### config.mk
export PLATFORM = sky130hd
export DESIGN_NAME = prog_loader
export DESIGN_NICKNAME = d
export VERILOG_FILES = /design/src/rtl/prog_pkg.sv /design/src/rtl/prog_buffer.sv /design/src/rtl/prog_loader.sv
export SDC_FILE = /design/constraint.sdc
export NUM_CORES = 1
export LEC_CHECK = 0
export BUFFER_PORTS_ARGS = -buffer_cell sky130_fd_sc_hd__buf_2
export CORE_MARGIN = 2
export CORE_UTILIZATION = 55
export DETAILED_ROUTE_END_ITERATION = 6
export PLACE_DENSITY_LB_ADDON = 0.2
export SYNTH_ARGS = -nofsm -noshare
export SYNTH_HDL_FRONTEND = slang
export SYNTH_HIERARCHICAL = 1
export SYNTH_SLANG_ARGS = --single-unit
### constraint.sdc
create_clock -name clk -period 8.4 [get_ports clk]
set_input_delay 0.42 -clock clk [delete_from_list [all_inputs] [get_ports clk]]
set_output_delay 0.42 -clock clk [all_outputs]
set_load 0.05 [all_outputs]
### src/rtl/prog_pkg.sv
// Shared types and constants for the program loader: FSM state encoding and
// instruction field widths of the 4-bit processor.
package prog_pkg;

  localparam int OPCODE_W  = 4;
  localparam int OPERAND_W = 4;
  localparam int WORD_W    = OPCODE_W + OPERAND_W;

  localparam logic [OPCODE_W-1:0] HALT_OPCODE_DEF = 4'b0111;

  typedef enum logic [2:0] {
    IDLE,
    COLLECT,
    CHECK,
    BURST,
    RELEASE,
    RUN,
    FAULT
  } state_e;

endpackage

### src/rtl/prog_buffer.sv
// Program word store: DEPTH x DATA_W register file, one synchronous write
// port and one combinational read port.
module prog_buffer #(
  parameter int DEPTH  = 16,
  parameter int DATA_W = 8,
  parameter int AW     = $clog2(DEPTH)
) (
  input  logic              clk,
  input  logic              wr_en,
  input  logic [AW-1:0]     wr_addr,
  input  logic [DATA_W-1:0] wr_data,
  input  logic [AW-1:0]     rd_addr,
  output logic [DATA_W-1:0] rd_data
);

  logic [DATA_W-1:0] mem [DEPTH];

  always_ff @(posedge clk) begin
    if (wr_en) mem[wr_addr] <= wr_data;
  end

  assign rd_data = mem[rd_addr];

endmodule

### src/rtl/prog_loader.sv
// Buffers a program from a valid/ready byte stream, writes it to the processor
// in one gap-free burst, then releases the processor. Optional checksum stage
// is enabled by defining PROG_LOADER_CHECKSUM_EN.
module prog_loader
  import prog_pkg::*;
#(
  parameter int                   DEPTH       = 16,
  parameter logic [OPCODE_W-1:0]  HALT_OPCODE = HALT_OPCODE_DEF
) (
  input  logic                       clk,
  input  logic                       reset,
  input  logic                       start,
  input  logic                       in_valid,
  output logic                       in_ready,
  input  logic [WORD_W-1:0]          in_data,
  output logic                       mem_write,
  output logic [OPCODE_W-1:0]        instr,
  output logic [OPERAND_W-1:0]       portin,
  output logic                       PC_reset,
  output logic                       busy,
  output logic                       done,
  output logic                       error,
  output logic [$clog2(DEPTH):0]     word_count
);

  localparam int AW    = $clog2(DEPTH);
  localparam int CNT_W = AW + 1;

  state_e state, state_nx;

  logic [CNT_W-1:0]     burst_idx;
  logic [AW-1:0]        rd_addr;
  logic [WORD_W-1:0]    rd_data;
  logic [WORD_W-1:0]    burst_word;
  logic                 acc;
  logic                 is_halt;
  logic                 at_last;
  logic                 wr_en;

  logic                 mem_write_d, PC_reset_d, in_ready_d;
  logic                 busy_d, done_d, error_d;
  logic [OPCODE_W-1:0]  instr_d;
  logic [OPERAND_W-1:0] portin_d;

  assign acc     = in_valid && in_ready;
  assign is_halt = (in_data[WORD_W-1:OPERAND_W] == HALT_OPCODE);
  assign at_last = (word_count == CNT_W'(DEPTH - 1));
  assign wr_en   = acc && (state == COLLECT) && (is_halt || !at_last);
  assign rd_addr = (state == BURST) ? burst_idx[AW-1:0] : '0;

  // A lone halt word is written and read on the same edge; forward it.
  assign burst_word = (wr_en && (word_count[AW-1:0] == rd_addr)) ? in_data : rd_data;

  prog_buffer #(
    .DEPTH  (DEPTH),
    .DATA_W (WORD_W),
    .AW     (AW)
  ) u_buf (
    .clk     (clk),
    .wr_en   (wr_en),
    .wr_addr (word_count[AW-1:0]),
    .wr_data (in_data),
    .rd_addr (rd_addr),
    .rd_data (rd_data)
  );

`ifdef PROG_LOADER_CHECKSUM_EN
  logic [WORD_W-1:0] csum;

  always_ff @(posedge clk) begin
    if (state != COLLECT && state_nx == COLLECT) csum <= '0;
    else if (wr_en)                              csum <= csum ^ in_data;
  end
`endif

  always_ff @(posedge clk or posedge reset) begin
    if (reset) state <= IDLE;
    else       state <= state_nx;
  end

  always_comb begin
    state_nx = state;
    case (state)
      IDLE, RUN, FAULT: if (start) state_nx = COLLECT;
      COLLECT: begin
        if (acc) begin
          if (is_halt) begin
`ifdef PROG_LOADER_CHECKSUM_EN
            state_nx = CHECK;
`else
            state_nx = BURST;
`endif
          end else if (at_last) begin
            state_nx = FAULT;
          end
        end
      end
`ifdef PROG_LOADER_CHECKSUM_EN
      CHECK: if (acc) state_nx = (in_data == csum) ? BURST : FAULT;
`endif
      BURST:   if (burst_idx == word_count) state_nx = RELEASE;
      RELEASE: state_nx = RUN;
      default: state_nx = IDLE;
    endcase
  end

  // Outputs are computed from the next state so every port is a flop.
  always_comb begin
    mem_write_d = 1'b0;
    PC_reset_d  = 1'b1;
    in_ready_d  = 1'b0;
    busy_d      = 1'b0;
    done_d      = 1'b0;
    error_d     = 1'b0;
    instr_d     = '0;
    portin_d    = '0;
    case (state_nx)
      COLLECT, CHECK: begin
        in_ready_d = 1'b1;
        busy_d     = 1'b1;
      end
      BURST: begin
        PC_reset_d          = 1'b0;
        mem_write_d         = 1'b1;
        busy_d              = 1'b1;
        {instr_d, portin_d} = burst_word;
      end
      RELEASE: busy_d = 1'b1;
      RUN: begin
        PC_reset_d = 1'b0;
        done_d     = 1'b1;
      end
      FAULT:   error_d = 1'b1;
      default: ;
    endcase
  end

  always_ff @(posedge clk or posedge reset) begin
    if (reset) begin
      mem_write  <= 1'b0;
      PC_reset   <= 1'b1;
      in_ready   <= 1'b0;
      busy       <= 1'b0;
      done       <= 1'b0;
      error      <= 1'b0;
      instr      <= '0;
      portin     <= '0;
      word_count <= '0;
      burst_idx  <= '0;
    end else begin
      mem_write <= mem_write_d;
      PC_reset  <= PC_reset_d;
      in_ready  <= in_ready_d;
      busy      <= busy_d;
      done      <= done_d;
      error     <= error_d;
      instr     <= instr_d;
      portin    <= portin_d;

      if (state != COLLECT && state_nx == COLLECT) word_count <= '0;
      else if (wr_en)                              word_count <= word_count + CNT_W'(1);

      if (state_nx == BURST) burst_idx <= {1'b0, rd_addr} + CNT_W'(1);
      else                   burst_idx <= '0;
    end
  end

endmodule

Yosys cells after proc, flatten, opt, wreduce, memory -nomap -nowiden
Memory sizes are Yosys's and may differ from the RTL's.
Cells that the tools add are included.

storage, ports and cells
  bits in registers = 27
  memory bits (writable) = 128
  input port bits = 12
  output and inout bits = 19
  memories = 1

cells by class
  $add $sub $neg = 2
  eq/ne operators = 16
  mux-type cells = 21
  reductions and logical operators = 13

memories
  memory     words  bits a word  rd ports  clocked after memory_dff  write ports  line               source
  u_buf.mem  16     8            1         0                         1            prog_buffer.sv:16  logic [DATA_W-1:0] mem [DEPTH];

operators by type and width
  cell                                                 number
  equality test 3 bit, second input constant           6
  two-way mux 3 bit                                    5
  two-way mux 5 bit                                    3
  two-way mux 4 bit                                    3
  one-hot mux 3 bit (4 select lines)                   1
  equality test 3 x 2 -> 1 bit, second input constant  3
  two-way mux 1 bit                                    8
  two-way mux 8 bit                                    1
  equality test 3 x 1 -> 1 bit, second input constant  2
  adder 4 x 1 -> 5 bit, second input constant          1
  adder 5 x 1 -> 5 bit, second input constant          1
  equality test 5 x 4 -> 1 bit, second input constant  1
  equality test 5 bit                                  1
  logical AND 1 bit                                    5
  equality test 4 x 3 -> 1 bit, second input constant  1
  equality test 4 bit                                  1
  OR reduction 2 bit                                   2
  OR reduction 4 bit                                   1
  zero test 3 bit                                      1
  != test 3 x 1 -> 1 bit, second input constant        1
  OR reduction 3 bit                                   1
  nonzero test 2 bit                                   1
  zero test 1 bit                                      1
  logical OR 1 bit                                     1

Logic depth before layout (Yosys ltp)
  depth in word-level cells = 8
  depth in mapped cells = 10

Modules after synthesis
The synthesis kept the hierarchy.

by module, submodules not included
  module       times used  cells an instance  area each (um^2)  sequential area each (um^2)
  prog_buffer  1           221                4987.3            3843.7
  prog_loader  1           145                1401.3            676.9

Worst setup path after synthesis
Ideal clock, no wire load.

  kind = register to register
  start = register word_count[0]
  end = memory u_buf.mem[0][0], enable pin
  setup time = 0.383 ns
  arrival time = 2.945 ns
  setup slack = 5.071 ns
  stages on the path, launching flop included = 7
  cells stage by stage = dfrtp_1 ha_1 and3_1 ha_1 a211oi_4 or3b_2 nor3_1

on the way
  longest elaborated chain between the ends = 6

RTL lines
  item                                     line                source
  start: declaration                       prog_loader.sv:23   output logic [$clog2(DEPTH):0] word_count
  start signal: assignment                 prog_loader.sv:161  else if (wr_en) word_count <= word_count + CNT_W'(1);
  equality test 5 x 4 -> 1 bit             prog_loader.sv:47   assign at_last = (word_count == CNT_W'(DEPTH - 1));
  zero test 1 bit                          prog_loader.sv:48   assign wr_en = acc && (state == COLLECT) && (is_halt || !at_last);
  logical OR 1 bit                         prog_loader.sv:48
  logical AND 1 bit                        prog_loader.sv:48
  named net wr_en                          prog_loader.sv:38   logic wr_en;
  two-way mux 1 bit                        prog_buffer.sv:19   if (wr_en) mem[wr_addr] <= wr_data;
  two-way mux 1 bit (implied by the code)  prog_buffer.sv:19
  end: declaration                         prog_buffer.sv:16

The timed path passes the listed nets, and every way through them passes these cells.

Worst setup path in the final report
  start = register word_count[0]
  end = memory u_buf.mem[0][4], enable pin

The elaborated chain is that of the path after synthesis.

==> summary.md <==
| Metric | Value |
|---|---|
| Status | `finished, final reports clean` |
| Final setup viols | `0` |
| Final worst path period need | `around 3500 ps` |
| Layout fillers | `800` |
| Pleak | `roughly 2.5 nW` |
| Synthesis-to-finish area growth | `13.7%` |
| Row Count | `39` |
| Cts hold-fix bufs | `0` |
| Netlist cell types | `47` |
| # IOs | `31` |
| Seq/Total Area, Yosys | `a little over two thirds` |
| Fin Hold WS | `238 ps` |
| YS warnings | `6` |
| MaxCap Viol Count | `0` |
| Initial DRC Count | `357` |
| Gate Count Post-Synth | `~370` |
| Clock Tree Buf Depth | `2` |
| CP Max Fanout | `13` |
| Critical path capture point type | `register` |
| Cell Pwr Density | `229 nW/µm²` |
| Setup_tns | `0 ps` |
| Die Ht | `112 µm` |
| CTS sink count | `~160` |
| Layout cell share with drive strength beyond 1 | `21.3%` |
| Slew Limit Headroom | `13.6%` |
| Die width | `112 µm` |
| Total number of vias | `3426` |
| Worst path slowest cell | `nor3_1` |
| Number of synthesized flops with an enable pin | `128` |
| Total chip power | `1.66 mW` |
| Dominant synthesized flop cell | `edfxtp_1` |
| Num CTS Buffers | `17` |
| Synthesized area | `6390 µm²` |
| First-pass GRT wire length | `20.4 mm` |
| Clk_skew | `roughly 8 ps` |
| Design area | `7260 µm²` |
| Clk root buf | `clkbuf_16` |
| Latest clock arrival within the worst-skew pair | `420 ps` |
| Commonest non-fill, non-tap cells in the layout | `edfxtp_1 (128), buf_2 (30), nor2_1 (29)` |
| # DRC | `0` |
| Placed Area | `6630 µm²` |
| Final period util | `41.4%` |
| CTS H-Tree Depth | `4` |
| Final Core Density | `between 60% and 70%` |
| Crit-path cells | `ha_1, and3_1, ha_1, a211oi_4, or3b_2, nor3_1` |
| Grt ovf | `0` |
| CTS tree | `done` |
| Biggest cell delay along the critical path | `800 ps` |
| Max VDD drop | `0.239 mV` |
| Starting Density | `56.2%` |
| ANT nets after route | `0` |
| Drt wl/cell | `23.1 µm` |
| Syn_nets | `381` |
| Critical path data required time | `8440 ps` |
| Overall Global Routing Usage | `22.5%` |
| Largest net degree at the start of global routing | `28` |
| CP most frequent cell | `ha_1` |
| Worst Tran Pin Value | `1290 ps` |
| Slew Limit Fails | `0` |
| Clock Pin Slew Worst Setup and Hold Paths | `roughly 60 ps` |
| Port Buf Inserts | `30` |
| Antenna diode count | `0` |
| WL final | `13.0 mm` |
| Setup Buffers After CTS | `0` |
| Hold Path Class | `input pin to asynchronous set/reset pin` |
| Commonest non-fill, non-tap cell in the layout | `edfxtp_1` |
| Initial antenna violation count | `0` |
| Detailed Place HPWL | `8.19 mm` |
| Maximum clock rate | `0.288 GHz` |
| Crit path kind | `register to register` |
| Final nets | `420` |
| Setup crit start kind | `register` |
| Core Area | `about 11000 µm²` |
| Vias in the first global route | `3492` |
| Post-CTS resize count | `0` |
| Yosys reg bits | `155` |
| Mean area per synthesized cell | `roughly 17 µm²` |
| Fraction of registers with async set/reset | `17.4%` |
| Die ar. | `about 12000 µm²` |
| Final hold violations | `0` |
| RePlAce Congestion | `0.913` |
| Vias per inst | `6.11` |
| Crit path DAT | `3510 ps` |
| RSZ-0062 raised after global routing | `no` |
| Detailed Routing Iterations Pass 1 | `4` |
per-layer routing:
metal	global-route usage [%]	part of all wire, %	vias to the layer above
li1	-	-	1537
met1	31.7	43	1730
met2	34.5	48	147
met3	5.77	7.7	12
met4	8.15	1.3	0
met5	0	0	-
worst paths after layout:
kind,startpoint,endpoint,slack (ps),cells after the start
hold reg to reg,burst_idx[3],burst_idx[4],620,2
min in group clk,start,done,270,2
setup / recovery,word_count[0],u_buf/mem[0][4],4930,6
max in group asynchronous,reset,word_count[0],7550,2
hold / removal,reset,burst_idx[2],240,2
setup reg to reg,word_count[0],u_buf/mem[0][4],4930,6
state kept, by name, indices dropped and copies added, names as in the netlist:
name	cells
portin	4
word_count	5
burst_idx	5
u_buf/mem	128
mem_write	1
error	1
PC_reset	1
busy	1
in_ready	1
state	3
done	1
instr	4
final cells by class:
cell class	instances	area, µm²	area share (%)
clock buffers	19	433	5.96
clock inverters	13	198	2.72
inverters	9	33.8	0.465
multi-input cells	188	1720	23.7
flip-flops and latches	155	4520	62.3
well taps	143	179	2.46
repair buffers	34	180	2.48
cells in the mapped netlist (2+ instances only):
cell type	number	area share (%)
dfrtp_1	26	10
inv_1	9	0.53
buf_2	3	0.23
xor2_1	8	1.1
a221oi_1	2	0.27
nor2b_1	2	0.20
buf_6	4	0.71
mux4_2	18	6.3
edfxtp_1	128	60
xnor2_1	3	0.41
a22oi_1	16	1.9
nor3_1	6	0.47
nand3_1	11	0.86
a211oi_1	2	0.23
nor2_1	29	1.7
ha_1	3	0.59
nand4b_1	2	0.27
clkdlybuf4s25_2	3	0.47
buf_4	3	0.35
mux4_1	14	5.8
o21a_1	2	0.23
a21oi_1	10	0.78
o21ai_0	11	0.86
nand2_1	21	1.2
nand3b_1	4	0.47
nand2b_1	2	0.20
and2_1	3	0.29
and3_1	2	0.20
logic make-up (layout without fill, tap and decap cells):
group                      count (synthesis)  in the layout  share of synthesized area (%)
adders and majority gates                  3              3                          0.588
muxes                                     33             33                           12.3
AOI/OAI and AO/OA                         53             53                           5.84
and+or+nand+nor                           88             88                           6.70
buffers and inverters                     23             75                           2.35
xor gates and xnor gates                  11             11                           1.51
DFF                                      155            155                           70.8
worst max-delay path: cells and delay by family (launching register included):
| kind | cells | cell delay [ps] |
|---|---|---|
| DFF | 1 | 530 |
| AOI/OAI and AO/OA | 1 | 510 |
| adders and majority gates | 2 | 520 |
| and+or+nand+nor | 3 | 1520 |
report_power, final:
part	internal (mW)	switching (mW)
clock network	0.524	0.288
registers	0.833	0
logic	0.00208	0.0148
metrics by stage:
stage,setup slack [ps],cells
floorplan,5070,366
global placement,4970,529
detailed placement,4860,529
finish,4930,561
CTS,4900,561
global route,4620,561
Note: power is estimated with default switching activity, not from simulation.
